===== src/rtl/counter_cmd_sequencer_pkg.sv =====
// Purpose: shared opcodes, FSM state encoding and helpers for counter_cmd_sequencer.
// Latency: n/a (declarations only).
// Backpressure: n/a.
package counter_cmd_sequencer_pkg;

    localparam logic [1:0] OP_CLR    = 2'b00;
    localparam logic [1:0] OP_LOAD   = 2'b01;
    localparam logic [1:0] OP_RUN_UP = 2'b10;
    localparam logic [1:0] OP_RUN_DN = 2'b11;

    typedef enum logic [2:0] {
        S_IDLE = 3'd0,
        S_CLR  = 3'd1,
        S_LOAD = 3'd2,
        S_RUN  = 3'd3,
        S_DONE = 3'd4
    } state_t;

    // Both RUN opcodes share the upper bit; the lower bit selects direction.
    function automatic logic is_run_op(input logic [1:0] op);
        return op[1];
    endfunction

endpackage


===== src/rtl/counter_cmd_sequencer.sv =====
// Purpose: command front-end driving a universal binary counter (CLR/LOAD/RUN_UP/RUN_DN), RUN saturates at the limit.
// Latency: CLR/LOAD pulse at accept+1, done at accept+2; RUN of S steps en at accept+1..accept+S, done at accept+S+1 (arg 0: accept+2).
// Backpressure: cmd_ready only in IDLE; commands offered while busy are not queued and must be held upstream.
module counter_cmd_sequencer
    import counter_cmd_sequencer_pkg::*;
#(
    parameter int N = 8
) (
    input  logic         clk,
    input  logic         reset,
    input  logic         cmd_valid,
    output logic         cmd_ready,
    input  logic [1:0]   cmd_op,
    input  logic [N-1:0] cmd_arg,
    output logic         syn_clr,
    output logic         load,
    output logic         en,
    output logic         up,
    output logic [N-1:0] d,
    input  logic         max_tick,
    input  logic         min_tick,
    output logic         busy,
    output logic         done,
    output logic         hit_limit
);

    localparam logic [N-1:0] ONE = N'(1);

    state_t         state;
    state_t         state_nxt;
    logic [N-1:0]   remaining;
    logic           hit_q;
    logic           accept;
    logic           rem_zero;
    logic           rem_last;
    logic           at_limit;

    assign accept   = cmd_valid && (state == S_IDLE);
    assign rem_zero = (remaining == '0);
    assign rem_last = (remaining == ONE);
    // The counter already sits at the end it is heading toward.
    assign at_limit = (up && max_tick) || (!up && min_tick);

    // State register.
    always_ff @(posedge clk) begin
        if (reset) begin
            state <= S_IDLE;
        end else begin
            state <= state_nxt;
        end
    end

    // Command latches, step counter and the registered early-stop flag.
    always_ff @(posedge clk) begin
        if (reset) begin
            d         <= '0;
            up        <= 1'b0;
            remaining <= '0;
            hit_q     <= 1'b0;
        end else begin
            if (accept && (cmd_op == OP_LOAD)) begin
                d <= cmd_arg;
            end
            if (accept && is_run_op(cmd_op)) begin
                remaining <= cmd_arg;
                up        <= (cmd_op == OP_RUN_UP);
            end else if (en) begin
                remaining <= remaining - ONE;
            end
            // Only a RUN that stops with steps still owed reports a limit hit;
            // the flag is therefore high exactly in the following DONE cycle.
            hit_q <= (state == S_RUN) && !rem_zero && at_limit;
        end
    end

    // Next-state logic. The final step of a RUN goes straight to DONE so done
    // lands one cycle after the last en.
    always_comb begin
        state_nxt = state;
        unique case (state)
            S_IDLE: begin
                if (cmd_valid) begin
                    unique case (cmd_op)
                        OP_CLR:  state_nxt = S_CLR;
                        OP_LOAD: state_nxt = S_LOAD;
                        default: state_nxt = S_RUN;
                    endcase
                end
            end
            S_CLR:  state_nxt = S_DONE;
            S_LOAD: state_nxt = S_DONE;
            S_RUN: begin
                if (rem_zero || at_limit || rem_last) begin
                    state_nxt = S_DONE;
                end
            end
            S_DONE: state_nxt = S_IDLE;
            default: state_nxt = S_IDLE;
        endcase
    end

    // Output decode; en never fires at the limit, so the counter cannot wrap.
    always_comb begin
        cmd_ready = (state == S_IDLE);
        busy      = (state != S_IDLE);
        syn_clr   = (state == S_CLR);
        load      = (state == S_LOAD);
        en        = (state == S_RUN) && !rem_zero && !at_limit;
        done      = (state == S_DONE);
        hit_limit = hit_q;
    end

endmodule


===== config.mk =====
export PLATFORM = sky130hd
export DESIGN_NAME = counter_cmd_sequencer
export DESIGN_NICKNAME = d
export VERILOG_FILES = /design/src/rtl/counter_cmd_sequencer_pkg.sv /design/src/rtl/counter_cmd_sequencer.sv
export SDC_FILE = /design/constraint.sdc
export NUM_CORES = 1
export LEC_CHECK = 0
export CORE_AREA = 5 5 52 54
export CTS_BUF_LIST = sky130_fd_sc_hd__clkbuf_4
export DETAILED_ROUTE_END_ITERATION = 10
export DIE_AREA = 0 0 57 59
export PLACE_DENSITY_LB_ADDON = 0.1
export SKIP_LAST_GASP = 1
export SYNTH_ARGS = -nofsm -noshare
export SYNTH_HDL_FRONTEND = slang
export SYNTH_SLANG_ARGS = --single-unit

===== constraint.sdc =====
create_clock -name clk -period 5.4 [get_ports clk]
set_clock_uncertainty 0.2 [all_clocks]
set_input_delay 0.54 -clock clk [delete_from_list [all_inputs] [get_ports clk]]
set_output_delay 0.54 -clock clk [all_outputs]
set_load 0.05 [all_outputs]

# Yosys cells after proc, flatten, opt, wreduce, memory -nomap -nowiden

Index checks and enable logic that the tools add are counted.

$add $sub $neg: 1
Equal/unequal tests: 9
Multiplexer cells: 6
Reduce and logical (&&, ||, !) cells: 21

Operators by type and width:

| operator                                              | count |
|---|---|
| two-way mux 8 bit                                     | 2 |
| case mux 3 bit (3 select lines)                       | 1 |
| == test 8 x 1 -> 1 bit, second input constant         | 1 |
| logical AND 1 bit                                     | 8 |
| zero test 8 bit                                       | 1 |
| subtractor 8 x 1 -> 8 bit, second input constant      | 1 |
| == test 3 x 2 -> 1 bit, second input constant         | 2 |
| two-way mux 3 bit                                     | 2 |
| case mux 2 bit (2 select lines)                       | 1 |
| == test 3 x 1 -> 1 bit, second input constant         | 1 |
| == test 3 bit, second input constant                  | 1 |
| zero test 1 bit                                       | 3 |
| zero test 3 bit                                       | 1 |
| logical OR 1 bit                                      | 3 |
| nonzero test 3 bit                                    | 1 |
| == test 2 x 1 -> 1 bit, second input constant         | 1 |
| == test 2 bit, second input constant                  | 1 |
| zero test 2 bit                                       | 1 |
| inequality test 2 x 1 -> 1 bit, second input constant | 1 |
| inequality test 2 bit, second input constant          | 1 |
| AND reduction 2 bit                                   | 1 |
| nonzero test 2 bit                                    | 1 |
| OR reduction 2 bit                                    | 1 |

Register bits after elaboration: 21
Bits of input ports: 15
Output and inout port bits: 16
Logic and storage cells: 42

# Logic depth before layout (Yosys ltp)

Gate-level depths: netlist of the first run.

Depth in word-level cells: 7
Mapped depth: 6
Mapped depth without buffers: 6

# Worst setup path before layout of the first run

Ideal clock, no wire load.

Path type: flip-flop to output port
From: register state[2]
To: output port busy
Arrival time: 2.119 ns
Required time: 4.660 ns
Setup slack: 2.541 ns
Cell stages (with the launch flop): 3
Buffers on the path: 0
Cell sequence: dfxtp_1 > nor3_1 > inv_1

Word-level cells in the longest chain between the ends: 1

RTL lines:

| what                     | RTL line                     | RTL |
|---|---|---|
| start: declaration       | counter_cmd_sequencer.sv:29  | `state_t state;` |
| start signal: assignment | counter_cmd_sequencer.sv:49  | `state <= state_nxt;` |
| nonzero test 3 bit       | counter_cmd_sequencer.sv:105 | `busy = (state != S_IDLE);` |
| end: declaration         | counter_cmd_sequencer.sv:22  | `output logic busy,` |

Every way passes these cells.

# Final worst setup path of the first run

From: input port max_tick
To: output port en

Word-level cells in the longest chain between the ends: 4

RTL lines:

| what               | RTL line                     | RTL |
|---|---|---|
| start: declaration | counter_cmd_sequencer.sv:20  | `input logic max_tick,` |
| logical AND 1 bit  | counter_cmd_sequencer.sv:42  | `assign at_limit = (up && max_tick) \|\| (!up && min_tick);` |
| logical OR 1 bit   | counter_cmd_sequencer.sv:42  |  |
| zero test 1 bit    | counter_cmd_sequencer.sv:108 | `en = (state == S_RUN) && !rem_zero && !at_limit;` |
| logical AND 1 bit  | counter_cmd_sequencer.sv:108 |  |
| end: declaration   | counter_cmd_sequencer.sv:17  | `output logic en,` |

Every way passes these cells.

==> impl_metrics.env, run 1 <==
export IMPL_die_w_um=57
export IMPL_postCtsSetupBuffers=0
export IMPL_peakVddDrop_uv=203.4
export IMPL_critPathCapture="en"
export IMPL_ff2ff_setup_slack_ns=3.33
export IMPL_cts_resized=0
export IMPL_r2r_end="remaining[2]$_SDFFE_PP0P_"
export IMPL_cts_buffers=3
export IMPL_combPwrFrac_pct=32.3
export IMPL_cp_required_ns=4.66
export IMPL_r2r_start="remaining[0]$_SDFFE_PP0P_"
export IMPL_cp_max_fo=7
export IMPL_cts_hold_fix_buffers=0
export IMPL_p_int_uw=239.3
export IMPL_die_area_mm2=0.003363
export IMPL_swShare_pct=36.58
export IMPL_final_core_util_pct=66.32
export IMPL_post_route_period_util_pct=59.55
export IMPL_grt_pass1_wl_um=4581
export IMPL_gp_congestion=0.8720
export IMPL_synth_seq_cells=21
export IMPL_yosysWarnings=0
export IMPL_io_pins=31
export IMPL_cts_htree_levels=1
export IMPL_fmax_mhz=311.0
export IMPL_netSwitchingPower_uw=138.0
export IMPL_setup_viol=0
export IMPL_postSynthCellCount=122
export IMPL_ant_nets=0
export IMPL_clk_path_buf_depth=2
export IMPL_cts_num_sinks=21
export IMPL_power_density_mw_per_mm2=262.2
export IMPL_antenna_found_initial=0
export IMPL_dp_final_hpwl_um=2085
export IMPL_vias=1068
export IMPL_startpoint_type="primary input"
export IMPL_syn_area_mm2=0.001111
export IMPL_layout_drive_gt1_share_pct=7.333
export IMPL_final_hold_viol_count=0
export IMPL_insertion_delay_ns=0.31
export IMPL_synthArstFlopShare_pct=0
export IMPL_worstSetupPathType="in2out"
export IMPL_crit_path_start="max_tick"
export IMPL_die_h_um=59
export IMPL_final_cell_mix="30 x clkdlybuf4s50_1, 21 x dfxtp_1, 13 x nor2_1"
export IMPL_syn_nets=140
export IMPL_endpoint_kind="output port"
export IMPL_antenna_cells=0
export IMPL_cp_arrival_ns=2.48
export IMPL_cts_root_buffer="clkbuf_4"
export IMPL_seq_power_share_pct=46.9
export IMPL_initial_core_util_pct=51.21
export IMPL_hp_class="reg2reg"
export IMPL_ys_types=42
export IMPL_yosysSeqAreaShare_pct=37.84
export IMPL_grt_pass1_vias=1016
export IMPL_path_clk_slew_ns=0.12
export IMPL_max_slew_margin_rel_pct=41.57
export IMPL_worst_pin_slew_ns=0.8738
export IMPL_route_detailed_drc=0
export IMPL_pwr_share_clk_pct=20.8
export IMPL_rsz0062_at_grt="no"
export IMPL_fin_tns_setup_ns=0
export IMPL_reg2regPathDepth=5
export IMPL_port_buffers=30
export IMPL_grt_max_degree=25
export IMPL_routedWlPerCell_um=15.69
export IMPL_grt_overflow=0
export IMPL_maxSlewViolCount=0
export IMPL_core_area_mm2=0.002170
export IMPL_power_leakage_nw=0.5587
export IMPL_area_growth_pct=29.50
export IMPL_status="finished, final reports clean"
export IMPL_track_usage_pct=17.25
export IMPL_first_pass_iters=6
export IMPL_drtIter0Drc=34
export IMPL_layout_min_cycle_time_ns=3.216
export IMPL_max_cap_violations=0
export IMPL_wirelength_um=2792
export IMPL_synth_edf_count=0
export IMPL_viasPerCell=6.000
export IMPL_final_common_cell="clkdlybuf4s50_1"
export IMPL_synth_avg_cell_area_um2=9.107
export IMPL_synth_ff_type="dfxtp_1"
export IMPL_cts_tree="built"
export IMPL_row_count=17
export IMPL_num_nets_final=169
-- metrics by stage --
step | hold WS [ns] | cell area (µm²) | worst slack [ns] | total power, mW | instances
global route | 0.3590 | 1439 | 2.065 | 0.3980 | 178
floorplan | 0.2952 | 1111 | 2.541 | 0.2655 | 122
finish | 0.3165 | 1439 | 2.184 | 0.3773 | 178
global placement | 0.2768 | 1411 | 2.258 | 0.2984 | 174
CTS | 0.3182 | 1439 | 2.186 | 0.3782 | 178
detailed placement | 0.2875 | 1411 | 2.202 | 0.3010 | 174
-- cells in the mapped netlist (4+ instances only) --
cell type,number,area share (%)
o21ai_0,5,2.3
dfxtp_1,21,38
nor4_1,4,2.3
inv_1,6,2.0
o211ai_1,4,2.7
nand3_1,7,3.2
nor2_1,13,4.4
a211oi_1,4,2.7
mux2i_1,9,8.1
-- final cells by class --
cell class,count,area [µm²]
Multi-Input combinational cell,89,633.1
Sequential cell,21,420.4
Fill cell,202,730.7
Tap cell,28,35.03
Clock inverter,1,5.005
Timing Repair Buffer,30,300.3
Inverter,6,22.52
Clock buffer,3,22.52
-- how the worst min path moves through the flow --
stage / from / to / slack, ns / depth (start not counted)
final: d[5]$_SDFFE_PP0P_ / d[5]$_SDFFE_PP0P_ / 0.32 / 2
after global routing: d[3]$_SDFFE_PP0P_ / d[3]$_SDFFE_PP0P_ / 0.36 / 2
after global placement: d[6]$_SDFFE_PP0P_ / d[6]$_SDFFE_PP0P_ / 0.28 / 2
after floorplan: remaining[6]$_SDFFE_PP0P_ / remaining[6]$_SDFFE_PP0P_ / 0.30 / 2
after detailed placement: d[7]$_SDFFE_PP0P_ / d[7]$_SDFFE_PP0P_ / 0.29 / 2
after CTS: d[7]$_SDFFE_PP0P_ / d[7]$_SDFFE_PP0P_ / 0.32 / 2
-- power by group through the flow --
| stage | Clock, mW | Combinational [mW] | Sequential, mW |
|---|---|---|---|
| after detailed placement | 0 | 0.121 | 0.180 |
| after floorplan | 0 | 0.0786 | 0.187 |
| final | 0.0786 | 0.122 | 0.177 |
| after global routing | 0.0879 | 0.132 | 0.178 |
| after CTS | 0.0798 | 0.122 | 0.177 |
| after global placement | 0 | 0.119 | 0.179 |
-- registers in the layout, indices dropped and copies added (netlist names) --
signal	count
up	1
hit_limit	1
state	3
remaining	8
d	8
-- cell families (layout without fill, tap and decap cells) --
kind of cell             after synthesis  in the layout  synth area share [%]
multiplexers                           9              9                 8.108
AO/OA/AOI/OAI                         27             27                 18.58
AND/OR/NAND/NOR                       50             50                 26.92
flip-flops                            21             21                 37.84
buffers and inverters                 12             40                 5.180
adder cells (fa/ha/maj)                3              3                 3.379
-- routing by layer --
layer  vias to the layer above  track usage (%)  wire (µm)
li1                        519                -          -
met1                       505            19.50       1134
met2                        38            31.16       1439
met3                         6            4.357        167
met4                         0            6.623         51
met5                         -                0          0
-- worst max-delay path, stage by stage --
cell	delay, ns
clkdlybuf4s50_1	0.40
mux2i_1	0.29
nand2_2	0.18
nor2_2	0.21
clkdlybuf4s50_1	0.85
Power figures use the tool's default switching activity.
==> run 2: changes to the inputs <==
--- a/config.mk
+++ b/config.mk
@@ -5,10 +5,10 @@
 export SDC_FILE = /design/constraint.sdc
 export NUM_CORES = 1
 export LEC_CHECK = 0
-export CORE_AREA = 5 5 52 54
+export CORE_AREA = 5 5 54 56
 export CTS_BUF_LIST = sky130_fd_sc_hd__clkbuf_4
 export DETAILED_ROUTE_END_ITERATION = 10
-export DIE_AREA = 0 0 57 59
+export DIE_AREA = 0 0 59 61
 export PLACE_DENSITY_LB_ADDON = 0.1
 export SKIP_LAST_GASP = 1
 export SYNTH_ARGS = -nofsm -noshare
==> constraint.sdc (replaced) <==
create_clock -name clk -period 3.35 [get_ports clk]
set_clock_uncertainty 0.2 [all_clocks]
set_input_delay 0.335 -clock clk [delete_from_list [all_inputs] [get_ports clk]]
set_output_delay 0.335 -clock clk [all_outputs]
set_load 0.05 [all_outputs]
==> impl_metrics.env, run 2 (same netlist as run 1, synthesis figures left out) <==
export IMPL_die_w_um=59
export IMPL_cts_resized=0
export IMPL_final_cell_mix="30 x clkdlybuf4s50_1, 21 x dfxtp_1, 13 x nor2_1"
export IMPL_drtIter0Drc=11
export IMPL_fin_area_mm2=0.001449
export IMPL_cts_buffers=3
export IMPL_routedWlPerCell_um=15.59
export IMPL_worstSetupPathType="reg2out"
export IMPL_num_nets_final=170
export IMPL_nFillCells=250
export IMPL_wirelength_um=2821
export IMPL_insertion_delay_ns=0.31
export IMPL_peakVddDrop_uv=291.8
export IMPL_dp_final_hpwl_um=2132
export IMPL_vias=1059
export IMPL_final_common_cell="clkdlybuf4s50_1"
export IMPL_reg_largest_list="d: 8 flops, remaining: 8 flops, state: 3 flops"
export IMPL_port_buffers=30
export IMPL_cts_htree_levels=1
export IMPL_grt_overflow=0
export IMPL_grt_pass1_wl_um=4629
export IMPL_io_pins=31
export IMPL_fin_tns_setup_ns=0
export IMPL_ff2ff_setup_slack_ns=1.28
export IMPL_row_count=18
export IMPL_layout_min_cycle_time_ns=2.935
export IMPL_core_area_mm2=0.002387
export IMPL_cp_required_ns=2.81
export IMPL_power_leakage_nw=0.5635
export IMPL_hp_class="reg2reg"
export IMPL_ant_nets=0
export IMPL_gp_congestion=0.8747
export IMPL_die_area_mm2=0.003599
export IMPL_antenna_found_initial=0
export IMPL_cp_max_fo=8
export IMPL_path_clk_slew_ns=0.13
export IMPL_grt_max_degree=16
export IMPL_first_pass_iters=4
export IMPL_layout_drive_gt1_share_pct=7.947
export IMPL_power_density_mw_per_mm2=421.4
export IMPL_cts_tree="built"
export IMPL_viasPerCell=5.851
export IMPL_die_h_um=61
export IMPL_track_usage_pct=16.90
export IMPL_status="finished, final reports clean"
export IMPL_cts_num_sinks=21
export IMPL_cts_hold_fix_buffers=0
export IMPL_initial_core_util_pct=46.54
export IMPL_area_growth_pct=30.41
export IMPL_grt_pass1_vias=1042
export IMPL_worst_pin_slew_ns=0.5130
export IMPL_antenna_cells=0
export IMPL_cp_arrival_ns=2.40
export IMPL_final_hold_viol_count=0
export IMPL_placed_area_mm2=0.001421
export IMPL_clk_path_buf_depth=2
export IMPL_fmax_mhz=340.8
export IMPL_post_route_period_util_pct=87.60
export IMPL_setup_viol=0
export IMPL_route_detailed_drc=0
export IMPL_postCtsSetupBuffers=0
export IMPL_max_cap_violations=0
export IMPL_startpoint_type="register"
export IMPL_maxSlewViolCount=0
export IMPL_endpoint_kind="output port"
export IMPL_rsz0062_at_grt="no"
export IMPL_max_slew_margin_rel_pct=65.69
export IMPL_cts_root_buffer="clkbuf_4"
[run 2: cell types whose count changed in the layout (fill, tap and decap cells not counted)]
cell / before / now
buf_4: 0 / 1
[run 2: power breakdown]
| part | internal [mW] | switching [mW] |
|---|---|---|
| Sequential | 0.265 | 0.0201 |
| Combinational | 0.0771 | 0.121 |
| Clock | 0.0446 | 0.0834 |
| Total | 0.387 | 0.224 |
[run 2: through the flow]
step	utilization, %	hold slack [ns]	worst slack (ns)	instances	power [mW]
2_1_floorplan	-	0.2306	0.6962	122	0.4280
3_3_place_gp	59.54	0.2786	0.6136	177	0.4823
3_5_place_dp	59.54	0.2894	0.5782	177	0.4874
4_1_cts	60.69	0.3193	0.4391	181	0.6113
5_1_grt	60.69	0.3463	0.3081	181	0.6420
6_report	60.69	0.3137	0.4154	181	0.6106
[run 2: area by class of cell]
cell class                      instances  area [µm²]  area share, %
Inverter                                6       22.52          1.554
Multi-Input combinational cell         89       633.1          43.70
Tap cell                               30       37.54          2.591
Timing Repair Buffer                   31       307.8          21.24
Sequential cell                        21       420.4          29.02
Clock inverter                          1       5.005         0.3454
Clock buffer                            3       22.52          1.554
[run 2: final timing paths]
check / from / endpoint / depth (start not counted)
setup / recovery: remaining[0]$_SDFFE_PP0P_ / en / 5
hold / removal: d[2]$_SDFFE_PP0P_ / d[2]$_SDFFE_PP0P_ / 2
setup reg to reg: remaining[0]$_SDFFE_PP0P_ / remaining[2]$_SDFFE_PP0P_ / 5
hold reg to reg: d[2]$_SDFFE_PP0P_ / d[2]$_SDFFE_PP0P_ / 2
[run 2: per-layer routing]
layer	vias to the layer above	track usage [%]	wire, µm
li1	520	-	-
met3	9	2.979	158
met2	32	28.86	1402
met5	-	0	0
met1	498	20.46	1197
met4	0	8.414	63
[run 2: worst max-delay path, cell delays in order (launching register included)]
cell	delay, ns
dfxtp_1	0.49
inv_1	0.11
ha_1	0.26
and3_1	0.25
nor2_2	0.16
clkdlybuf4s50_1	0.82
==> run 3: changes to the inputs <==
--- a/config.mk
+++ b/config.mk
@@ -5,10 +5,10 @@
 export SDC_FILE = /design/constraint.sdc
 export NUM_CORES = 1
 export LEC_CHECK = 0
-export CORE_AREA = 5 5 54 56
+export CORE_AREA = 5 5 68 45
 export CTS_BUF_LIST = sky130_fd_sc_hd__clkbuf_4
 export DETAILED_ROUTE_END_ITERATION = 10
-export DIE_AREA = 0 0 59 61
+export DIE_AREA = 0 0 73 50
 export PLACE_DENSITY_LB_ADDON = 0.1
 export SKIP_LAST_GASP = 1
 export SYNTH_ARGS = -nofsm -noshare
==> impl_metrics.env, run 3 (same netlist as run 1, synthesis figures left out) <==
export IMPL_status="finished, final reports clean"
export IMPL_final_common_cell="clkdlybuf4s50_1"
export IMPL_track_usage_pct=15.58
export IMPL_route_detailed_drc=0
export IMPL_ant_nets=0
export IMPL_hp_class="reg2reg"
export IMPL_cp_max_fo=8
export IMPL_viasPerCell=5.825
export IMPL_reg_largest_list="d: 8 flops, remaining: 8 flops, state: 3 flops"
export IMPL_r2r_start="state[2]$_SDFFE_PP0P_"
export IMPL_reg2regPathDepth=4
export IMPL_grt_max_degree=16
export IMPL_post_route_period_util_pct=88.81
export IMPL_max_slew_margin_rel_pct=58.94
export IMPL_ff2ff_setup_slack_ns=1.31
export IMPL_maxSlewViolCount=0
export IMPL_power_leakage_nw=0.5642
export IMPL_dp_final_hpwl_um=2055
export IMPL_setup_viol=0
export IMPL_wirelength_um=2722
export IMPL_layout_drive_gt1_share_pct=7.947
export IMPL_cts_htree_levels=1
export IMPL_clk_path_buf_depth=2
export IMPL_grt_overflow=0
export IMPL_pre_cts_ws_ns=0.5533
export IMPL_path_clk_slew_ns=0.12
export IMPL_final_cell_mix="30 x clkdlybuf4s50_1, 21 x dfxtp_1, 13 x nor2_1"
export IMPL_antenna_found_initial=0
export IMPL_cts_hold_fix_buffers=0
export IMPL_peakVddDrop_uv=270.4
export IMPL_fin_area_mm2=0.001454
export IMPL_vias=1066
export IMPL_routedWlPerCell_um=14.87
export IMPL_cts_tree="built"
export IMPL_die_w_um=73
export IMPL_cts_resized=0
export IMPL_layout_min_cycle_time_ns=2.975
export IMPL_antenna_cells=0
export IMPL_cts_root_buffer="clkbuf_4"
export IMPL_drtIter0Drc=75
export IMPL_cp_required_ns=2.81
export IMPL_worst_slack_ns=0.3749
export IMPL_cts_num_sinks=21
export IMPL_row_count=14
export IMPL_placed_area_mm2=0.001424
export IMPL_io_pins=31
export IMPL_cts_buffers=3
export IMPL_hp_start="d[2]$_SDFFE_PP0P_"
export IMPL_die_area_mm2=0.003650
export IMPL_hold_path_cell_count=2
export IMPL_rsz0062_at_grt="no"
export IMPL_grt_pass1_wl_um=4547
export IMPL_num_nets_final=170
export IMPL_final_hold_viol_count=0
export IMPL_cp_arrival_ns=2.44
export IMPL_first_pass_iters=5
export IMPL_fin_tns_setup_ns=0
export IMPL_initial_core_util_pct=46.64
export IMPL_grt_pass1_vias=980
export IMPL_port_buffers=30
export IMPL_postCtsSetupBuffers=0
export IMPL_whs_ns=0.3071
export IMPL_core_area_mm2=0.002382
export IMPL_hold_path_end="d[2]$_SDFFE_PP0P_"
export IMPL_gp_congestion=0.8495
export IMPL_worstSetupPathType="reg2out"
export IMPL_fmax_mhz=336.1
export IMPL_r2r_end="d[1]$_SDFFE_PP0P_"
export IMPL_endpoint_kind="output port"
export IMPL_die_h_um=50
export IMPL_startpoint_type="register"
export IMPL_insertion_delay_ns=0.31
export IMPL_worst_pin_slew_ns=0.6140
export IMPL_max_cap_violations=0
export IMPL_area_growth_pct=30.86
export IMPL_power_density_mw_per_mm2=423.7
## run 3: cell count changes in the layout (fill, tap and decap cells not counted)
cell	previous run	this run
clkinv_2	1	0
clkbuf_4	3	4
## run 3: metal layers
layer	GRT usage, %	share of wire [%]	vias to the layer above
li1	-	-	519
met1	22.24	48	513
met2	22.70	45	32
met3	5.477	6.5	2
met4	2.147	0.40	0
met5	0	0	-
## run 3: worst max path at each step
| stage | cells past startpoint | start | endpoint |
|---|---|---|---|
| finish | 5 | remaining[0]$_SDFFE_PP0P_ | en |
| global route | 5 | remaining[0]$_SDFFE_PP0P_ | en |
| floorplan | 2 | state[2]$_SDFFE_PP0P_ | busy |
| detailed placement | 5 | max_tick | en |
| CTS | 5 | remaining[0]$_SDFFE_PP0P_ | en |
| global placement | 5 | max_tick | en |
## run 3: per-stage QoR
| step | std cells | util [%] | power [mW] |
|---|---|---|---|
| 6_report | 183 | 61.03 | 0.6160 |
| 5_1_grt | 183 | 61.03 | 0.6503 |
| 4_1_cts | 183 | 61.03 | 0.6208 |
| 3_5_place_dp | 179 | 59.77 | 0.4872 |
| 3_3_place_gp | 179 | 59.77 | 0.4832 |
| 2_1_floorplan | 122 | - | 0.4280 |
## run 3: power breakdown
group / internal [mW] / total, mW / switching [mW]
sequential: 0.265 / 0.285 / 0.0204
clock: 0.0546 / 0.133 / 0.0787
combinational: 0.0771 / 0.198 / 0.120
## run 3: area by class of cell
| class | instances | area [µm²] |
|---|---|---|
| Timing Repair Buffer | 31 | 307.8 |
| Multi-Input combinational cell | 89 | 633.1 |
| Tap cell | 32 | 40.04 |
| Sequential cell | 21 | 420.4 |
| Fill cell | 233 | 928.4 |
| Inverter | 6 | 22.52 |
| Clock buffer | 4 | 30.03 |
## run 3: critical path: stages (launching register included)
cell             delay (ns)
dfxtp_1                0.48
inv_1                  0.10
ha_1                   0.26
and3_1                 0.25
nor2_2                 0.20
clkdlybuf4s50_1        0.84
